--- src/rtl/gray_pkg.sv ---
// Shared constants, operation encoding and Gray/binary conversion helpers
// for the Gray up/down counter slice.
package gray_pkg;

  localparam int unsigned GRAY_WIDTH_DEFAULT = 4;
  localparam int unsigned GRAY_WIDTH_MAX     = 16;

  typedef enum logic [1:0] {
    OP_HOLD,
    OP_STEP,
    OP_LOAD,
    OP_CLR
  } cnt_op_e;

  function automatic logic [GRAY_WIDTH_MAX-1:0] bin2gray(input logic [GRAY_WIDTH_MAX-1:0] b);
    return b ^ (b >> 1);
  endfunction

  // MSB passes straight through; each lower bit folds in the decoded bit above it.
  function automatic logic [GRAY_WIDTH_MAX-1:0] gray2bin(input logic [GRAY_WIDTH_MAX-1:0] g);
    logic [GRAY_WIDTH_MAX-1:0] b;
    b[GRAY_WIDTH_MAX-1] = g[GRAY_WIDTH_MAX-1];
    for (int unsigned i = 1; i < GRAY_WIDTH_MAX; i++) begin
      b[GRAY_WIDTH_MAX-1-i] = b[GRAY_WIDTH_MAX-i] ^ g[GRAY_WIDTH_MAX-1-i];
    end
    return b;
  endfunction

endpackage

--- src/rtl/binary_to_graycode_converter.sv ---
// Purely combinational binary-to-Gray encoder; inverse of
// graycode_to_binary_converter.
module binary_to_graycode_converter #(
  parameter int unsigned WIDTH = 4
) (
  input  logic [WIDTH-1:0] binary,
  output logic [WIDTH-1:0] graycode
);

  // g[W-1] = b[W-1]; g[i] = b[i+1] ^ b[i]
  assign graycode = binary ^ (binary >> 1);

endmodule

--- src/rtl/gray_up_down_counter.sv ---
// Up/down counter with registered binary and Gray outputs and a wrap pulse.
// Optional synchronous parallel load is built when GRAY_CNT_LOAD_EN is defined.
module gray_up_down_counter
  import gray_pkg::*;
#(
  parameter int unsigned WIDTH = GRAY_WIDTH_DEFAULT
) (
  input  logic             clk,
  input  logic             rst_n,
  input  logic             en,
  input  logic             up,
  input  logic             clr,
`ifdef GRAY_CNT_LOAD_EN
  input  logic             load,
  input  logic [WIDTH-1:0] load_bin,
`endif
  output logic [WIDTH-1:0] gray,
  output logic [WIDTH-1:0] binary,
  output logic             wrap
);

  logic [WIDTH-1:0] bin_q, bin_d;
  logic [WIDTH-1:0] gray_q, gray_d;
  logic             wrap_q, wrap_d;
  logic             load_req;
  logic [WIDTH-1:0] load_val;
  cnt_op_e          op;

`ifdef GRAY_CNT_LOAD_EN
  assign load_req = load;
  assign load_val = load_bin;
`else
  assign load_req = 1'b0;
  assign load_val = '0;
`endif

  always_comb begin
    op = OP_HOLD;
    if (clr)           op = OP_CLR;
    else if (load_req) op = OP_LOAD;
    else if (en)       op = OP_STEP;
  end

  always_comb begin
    bin_d  = bin_q;
    wrap_d = 1'b0;
    unique case (op)
      OP_CLR:  bin_d = '0;
      OP_LOAD: bin_d = load_val;
      OP_STEP: begin
        if (up) begin
          bin_d  = bin_q + WIDTH'(1);
          wrap_d = &bin_q;
        end else begin
          bin_d  = bin_q - WIDTH'(1);
          wrap_d = ~|bin_q;
        end
      end
      default: ;
    endcase
  end

  // Gray is encoded from the next binary value so both registers load together.
  binary_to_graycode_converter #(
    .WIDTH(WIDTH)
  ) u_b2g (
    .binary  (bin_d),
    .graycode(gray_d)
  );

  always_ff @(posedge clk or negedge rst_n) begin
    if (!rst_n) begin
      bin_q  <= '0;
      gray_q <= '0;
      wrap_q <= 1'b0;
    end else begin
      bin_q  <= bin_d;
      gray_q <= gray_d;
      wrap_q <= wrap_d;
    end
  end

  assign binary = bin_q;
  assign gray   = gray_q;
  assign wrap   = wrap_q;

endmodule

--- config.mk ---
export PLATFORM = sky130hd
export DESIGN_NAME = gray_up_down_counter
export DESIGN_NICKNAME = d
export VERILOG_FILES = /design/src/rtl/gray_pkg.sv /design/src/rtl/binary_to_graycode_converter.sv /design/src/rtl/gray_up_down_counter.sv
export SDC_FILE = /design/constraint.sdc
export NUM_CORES = 1
export LEC_CHECK = 0
export CAP_MARGIN = 20
export CORE_AREA = 2 2 39 41
export CTS_BUF_LIST = sky130_fd_sc_hd__clkbuf_8
export DETAILED_ROUTE_END_ITERATION = 8
export DIE_AREA = 0 0 41 43
export PLACE_DENSITY = 0.67
export SYNTH_ARGS = -nofsm -noshare
export SYNTH_HDL_FRONTEND = slang
export SYNTH_SLANG_ARGS = --single-unit
export TNS_END_PERCENT = 100
--- constraint.sdc ---
create_clock -name clk -period 3 [get_ports clk]
set_clock_uncertainty 0.15 [all_clocks]
set_input_delay 0.3 -clock clk [delete_from_list [all_inputs] [get_ports clk]]
set_output_delay 0.3 -clock clk [all_outputs]
set_load 0.03 [all_outputs]
==> results.cfg, run 1 <==
[pwr]
vdd_ir_drop_max_mv = 0.334
p_leak_nw = 0.285
p_per_area_nw_per_um2 = 633
finalPower_uw = 412

[floorplan]
row_count = 14
fp.dieW_um = 41
die_h_um = 43
pin_count = 14
initial_core_util_pct = 34.1
dieArea_um2 = 1760
fp.coreArea_um2 = 1380

[global_route]
grt_max_degree = 9
overflow = 0
antenna_found_initial = 0
grt_use_total_pct = 11.6
grt_pass1_wl_um = 1320
grt_pass1_vias = 312

[cells_and_area]
diodes = 0
syn_to_final_growth_pct = 37.9
fin_area_um2 = 651
fin_util_pct = 47.0
finalNonFillerCells = 75
layout-drive-gt1-share_pct = 10.2
finish.net_count = 69

[sta]
setup_viol = 0
fin_tns_setup_ns = 0
period_minus_slack_ns = 2.40
holdWs_ns = 0.195
post-route-period-util_pct = 80.1
worstMarginPinSlew_ns = 0.336
fmax_ghz = 0.416
hold_viol = 0
rsz0062_at_grt = false
drv_slew = 0
maxSlewHeadroom_pct = 77.5
fin_ws_ns = 0.597

[synth]
synth_fp_nets = 53
ys_seq_elements = 8
yosysWarnings = 0
syn_inst = 45
synth.distinct_cells = 21
yosysSeqAreaShare_pct = 42.4
syn-cell-area_um2 = 472
avgSynthCellArea_um2 = 10.5

[setup_path]
critPathRequiredTime_ns = 2.95
worstSetupStartpoint = up
setup.worst_path.start_class = primary input
crit_path_end = gray[2]
r2r_cells = 7
critPathArrivalTime_ns = 2.36
critical_path_class = primary input to flop
rr_startpoint = binary[0]
end_kind = flop
worst-path-max-fanout = 5
ff2ff_setup_slack_ns = 0.85
r2r-end = gray[2]

[placed_design]
place_area_um2 = 609
dp_hpwl_um = 630
port_buffers = 13
place_ws_ns = 0.344
place_inst = 72
place_congestion = 0.772

[detailed_routing]
drtPass1Iterations = 4
via_count = 356
first_iter_violations = 6
drtAntennaViolNets = 0
drt-total-wl_um = 800
vias_per_cell = 4.75
drc_errors = 0
route.detailed.wl_per_inst_um = 10.7

[job]
cap_violations = 0

[clock_network]
path_clk_slew_ns = 0.04
cts_tree = yes
cts.sinks = 8
insertion_delay_ns = 0.22
post_cts.repair.setup_buffers = 0
cts.path.max_buffers = 2
post_cts_resized = 0
h-tree-depth = 1
clock-root-buffer = clkbuf_8
hold_buffers = 0
cts_buffers = 3

[outcome]
status = finished clean

[hold_path]
hp-class = primary input to async pin
[power by group]
part / internal [mW] / total (mW) / leakage (nW) / switching, mW
Sequential: 0.124 / 0.135 / 0.104 / 0.0111
Clock: 0.0866 / 0.125 / 0.0216 / 0.0385
Combinational: 0.0713 / 0.152 / 0.159 / 0.0805
Total: 0.282 / 0.412 / 0.285 / 0.130
[critical path, stage by stage]
cell	delay (ns)
clkdlybuf4s50_1	0.62
inv_1	0.13
ha_1	0.37
a21oi_1	0.21
and2_1	0.17
xnor2_1	0.07
a21oi_1	0.16
mux2_1	0.33
[cell usage after synthesis]
cell type | n | area [um2]
dfrtp_1 | 8 | 200
fa_1 | 1 | 20.0
nor2_1 | 5 | 18.8
nor3_1 | 1 | 5.00
xnor2_2 | 2 | 32.5
inv_1 | 3 | 11.3
o21ai_0 | 1 | 5.00
nor3b_1 | 1 | 7.51
buf_2 | 1 | 5.00
nor4_1 | 1 | 6.26
mux2_1 | 1 | 11.3
nor2b_1 | 2 | 12.5
xor2_1 | 3 | 26.3
ha_1 | 2 | 25.0
nand3_1 | 2 | 10.0
xnor2_1 | 2 | 17.5
a211oi_2 | 1 | 12.5
and3_1 | 1 | 6.26
and2_1 | 1 | 6.26
a21oi_1 | 5 | 25.0
buf_4 | 1 | 7.51
[area by class of cell]
class	instances	area [um2]
clock buffer	3	41.3
fill	146	733
inverter	3	11.3
multi-input combinational	32	248
sequential	8	200
tap	16	20.0
timing repair buffer	13	130
[kinds of logic after synthesis]
group,count (synthesis),share of synthesized area [%]
xor+xnor,7,16.2
mux,1,2.39
fa+ha+maj,3,9.55
flops,8,42.4
compound gates,7,9.02
simple gates,14,15.4
buf+inv,5,5.04
[cell usage in the layout (no fill, tap or decap)]
cell type	count
clkdlybuf4s50_1	13
dfrtp_1	8
a21oi_1	5
nor2_1	5
inv_1	3
xor2_1	3
clkbuf_8	3
xnor2_2	2
nor2b_1	2
nand3_1	2
xnor2_1	2
ha_1	2
and3_1	1
o21ai_0	1
a211oi_2	1
and2_1	1
mux2_1	1
nor4_1	1
nor3_1	1
nor3b_1	1
fa_1	1
[worst min path at each step]
stage | startpoint | endpoint | slack, ns | cells after the start
floorplan | rst_n | binary[0] | -0.15 | 0
global placement | rst_n | binary[3] | 0.44 | 1
detailed placement | rst_n | binary[3] | 0.44 | 1
CTS | rst_n | binary[3] | 0.20 | 1
global route | rst_n | binary[3] | 0.21 | 1
finish | rst_n | binary[3] | 0.19 | 1
[state kept, by name, indices dropped and copies added, names as in the netlist]
signal  cells
gray        3
binary      4
wrap        1
[layer usage]
layer	track usage [%]	part of all wire [%]	wire, um
met1	14.4	45	357
met4	4.00	0	0
met5	0	0	0
met3	9.42	8.6	69
met2	14.7	47	373
Note: power is estimated with default switching activity, not from simulation.
==> run 2: changes to the inputs <==
- clock period: 3 -> 2.4 ns (I/O delays scaled with it)
==> results.cfg, run 2 (synthesized netlist as in run 1, its figures left out) <==
[cells_and_area]
final_common_cell = clkdlybuf4s50_1
layout_common_cells = clkdlybuf4s50_1, dfrtp_1, a21oi_1, nor2_1, buf_4
fill_cells = 139
finish.net_count = 73
diodes = 0
fin_util_pct = 49.2
syn_to_final_growth_pct = 44.3
layout-drive-gt1-share_pct = 15.9
largest_reg_flops = 4
finalNonFillerCells = 79

[sta]
hold_viol = 0
maxSlewHeadroom_pct = 76.8
period_minus_slack_ns = 2.22
post-route-period-util_pct = 92.4
drv_slew = 0
fin_ws_ns = 0.183
fmax_ghz = 0.451
rsz0062_at_grt = false
fin_tns_setup_ns = 0
worstMarginPinSlew_ns = 0.346
setup_viol = 0

[clock_network]
post_cts.repair.setup_buffers = 0
h-tree-depth = 1
path_clk_slew_ns = 0.04
insertion_delay_ns = 0.22
cts_buffers = 3
cts_tree = yes
cts.sinks = 8
cts.path.max_buffers = 2
clock-root-buffer = clkbuf_8
hold_buffers = 0
post_cts_resized = 0

[floorplan]
row_count = 14
die_h_um = 43
fp.dieW_um = 41
initial_core_util_pct = 34.1
dieArea_um2 = 1760
fp.coreArea_um2 = 1380
pin_count = 14

[placed_design]
place_inst = 76
port_buffers = 13
dp_hpwl_um = 681
place_congestion = 0.737
place_ws_ns = -0.0792

[setup_path]
r2r-end = gray[2]
r2r_cells = 7
crit_top_cell = xnor2_2
crit_chain = clkdlybuf4s50_1 > fa_1 > xnor2_2 > xnor2_2 > xnor2_1 > a21oi_1 > mux2_1
critical_path_class = primary input to flop
path_buf_inv = 1
end_kind = flop
rr_startpoint = binary[0]
critPathArrivalTime_ns = 2.17
path_delay_family = adder cells
crit_path_top_delay_cell = fa_1
crit_path_max_incr_delay_ns = 0.49
worst-path-max-fanout = 3
critPathRequiredTime_ns = 2.35
ff2ff_setup_slack_ns = 0.22
setup.worst_path.start_class = primary input

[pwr]
finalPower_uw = 521
p_per_area_nw_per_um2 = 766
vdd_ir_drop_max_mv = 0.421
p_leak_nw = 0.303

[job]
cap_violations = 0

[global_route]
antenna_found_initial = 0
grt_pass1_wl_um = 1460
grt_pass1_vias = 329
grt_use_total_pct = 12.4
overflow = 0
grt_max_degree = 9

[detailed_routing]
drtPass1Iterations = 3
via_count = 371
drt-total-wl_um = 820
drc_errors = 0
vias_per_cell = 4.70
first_iter_violations = 2
route.detailed.wl_per_inst_um = 10.4
drtAntennaViolNets = 0

[outcome]
status = finished clean

[hold_path]
hp-class = primary input to async pin
## run 2: cell types whose count changed in the layout (fill, tap and decap cells not counted)
cell | before | now
buf_4 | 0 | 4
## run 2: worst max-delay path by stage
stage	start	cells past startpoint	slack, ns	to
floorplan	binary[0]	7	0.12	gray[2]
global placement	up	7	-0.03	gray[2]
detailed placement	up	7	-0.08	gray[2]
CTS	up	7	0.16	gray[2]
global route	up	7	0.04	gray[2]
finish	up	7	0.18	gray[2]
## run 2: area by class of cell
| cell class | instances | area, um2 | area share (%) |
|---|---|---|---|
| multi-input cells | 32 | 248 | 36.4 |
| flip-flops and latches | 8 | 200 | 29.4 |
| clock buffers | 3 | 41.3 | 6.07 |
| inverters | 3 | 11.3 | 1.65 |
| well taps | 16 | 20.0 | 2.94 |
| repair buffers | 17 | 160 | 23.5 |
## run 2: power breakdown
group / switching [mW] / leakage [nW] / internal (mW)
combinational: 0.102 / 0.177 / 0.0947
sequential: 0.0143 / 0.104 / 0.155
clock: 0.0472 / 0.0216 / 0.108
## run 2: layer usage
| layer | track usage [%] | share of wire (%) | up-vias |
|---|---|---|---|
| li1 | - | - | 186 |
| met1 | 16.3 | 43 | 175 |
| met2 | 17.2 | 49 | 10 |
| met3 | 7.85 | 7.9 | 0 |
| met4 | 2.00 | 0 | 0 |
| met5 | 0 | 0 | - |
## run 2: per-stage QoR
step | hold WS (ns) | area, um2
6_report | 0.139 | 681
4_1_cts | 0.149 | 681
2_1_floorplan | -0.206 | 472
3_5_place_dp | 0.387 | 639
5_1_grt | 0.166 | 681
3_3_place_gp | 0.388 | 639
==> variant: new RTL, settings of run 1 <==
Make the reset (`rst_n`) synchronous in one clocked block.
--- a/src/rtl/gray_up_down_counter.sv
+++ b/src/rtl/gray_up_down_counter.sv
@@ -68,7 +68,7 @@
     .graycode(gray_d)
   );
 
-  always_ff @(posedge clk or negedge rst_n) begin
+  always_ff @(posedge clk) begin
     if (!rst_n) begin
       bin_q  <= '0;
       gray_q <= '0;
Formal check against the unedited RTL: differs if rst_n is asserted again (counterexample within 4 cycles, from zero or initial values and one cycle with rst_n low); with rst_n held inactive, the same outputs for 10 cycles.
==> variant against run 1 <==
  * Routed wire length rose by 2.0%
  * Die area is the same
  * Register-to-register slack improved by 80 ps
  * Highest routed layer is now met4
  * Sequential share of layout area is 4.9 points lower
  * Sequential cell count unchanged
  * Design area down 4.8%
  * Critical endpoint is now gray[2]
  * Setup slack better by 130 ps
  * Critical path depth decreased by 1
  * Area after synthesis shrank 5.3%
  * Non-clock buffer count stayed put
Power is not compared: it rests on default switching activity, and its combinational part moved more than twofold at a synthesized area within 25%.
==> variant: results (changes against run 1) <==
Worst-Skew Late Latency 220 ps (about the same); register area share after synthesis 0.3585 (-0.06586); Synth warnings 0 (unchanged); first-pass GRT wire length 1.297 mm (-1.5%); post-synth net total 57 (+7.5%); placed instance count 76 (+5.6%); Antenna Cells 0 (unchanged); wl on met1 374 µm (+4.8%); Distinct cells, synth 24 (+14%); Worst Hold Class reg2reg; DR WL met3 27 µm (-61%); reg2reg start binary[0]; gpl congestion 0.7055 (-8.6%); vias in the first global route 337 (+8.0%); R2R setup slack 930 ps (+80 ps); fin nets 73 (+5.8%); Signal buf overhead 0.2101 (+0.01010); worst setup path startpoint up; proportion of cell area occupied by registers 0.2586 (-0.04911); arrival time of the worst setup path 2230 ps (-130 ps); Avg WL per Cell 10.33 µm (-3.2%); most area-consuming cells after synthesis dfxtp_1 36%, xnor2_1 5.9%, ha_1 5.6%, fa_1 4.5%, inv_1 4.2%; Port Buffers 13 (unchanged); status finished clean; Clock Path Buffers 2 (unchanged); critical-path maximum fanout 5 (unchanged); period utilization 0.7580 (-0.04294); multi-input combinational area share 0.4020 (+0.02125); Reg2Reg Depth 6 (-1); filler instances 134 (-8.2%); Pleak 0.2495 nW; ys async rst share 0 (-1.000); initial antenna violation count 0 (unchanged); top layer in use met4; most instantiated cells after synthesis 8 x dfxtp_1, 5 x inv_1, 5 x nor2_1; cts repair resizes 0 (unchanged); WL final 816 µm (+2.0%); layout cells sized above 1 0.1111 (+0.009416); Total GRT Usage 0.1110 (-0.004973); setup bufs post-CTS 0 (unchanged); DP HPWL 655.5 µm (+4.0%); Clock buf/inv share 0.06667 (+0.003205); worst setup path endpoint gray[2]; Syn Inst Count 49 (+8.9%); Initial DRT Pass Iterations 4 (unchanged); met2 wire length 403 µm (+8.0%); Slew headroom 0.7759 (+0.0008860); Starting DRT DRC Count 5 (-1); Multi-input comb cells 34 (+6.3%); Vias 371 (+4.2%); Post-DP Area 578.1 µm² (-5.1%); inverters 5 (+2); Worst path max stage delay 590 ps (-30 ps); HP Start binary[0]; dpl ws 470.3 ps (+125.8 ps); H-tree depth 1 (unchanged)
variant: kinds of logic (layout without fill, tap and decap cells):
| logic type | count (synthesis) | in the layout | synth area share |
|---|---|---|---|
| compound gates | 8 | 8 | 0.1148 |
| xor+xnor | 4 | 4 | 0.07845 |
| fa+ha+maj | 3 | 3 | 0.1008 |
| buf+inv | 7 | 21 | 0.08404 |
| flops | 8 | 8 | 0.3585 |
| mux | 2 | 2 | 0.05881 |
| simple gates | 17 | 17 | 0.2045 |
variant: metal layers:
metal  track usage  up-vias
met5             0        -
met4       0.08000        0
met3       0.03141        2
met2        0.1688        8
met1        0.1242      167
li1              -      194
variant: metrics by stage:
step,hold slack [ps],utilization
global route,461.4,0.4476
finish,436.4,0.4476
floorplan,267.5,-
global placement,423.6,0.4177
CTS,437.5,0.4476
detailed placement,421.6,0.4177
variant: power by group:
| group | switching (mW) | internal (mW) |
|---|---|---|
| clock network | 0.0391 | 0.0866 |
| logic | 0.0372 | 0.0343 |
| registers | 0.00421 | 0.113 |
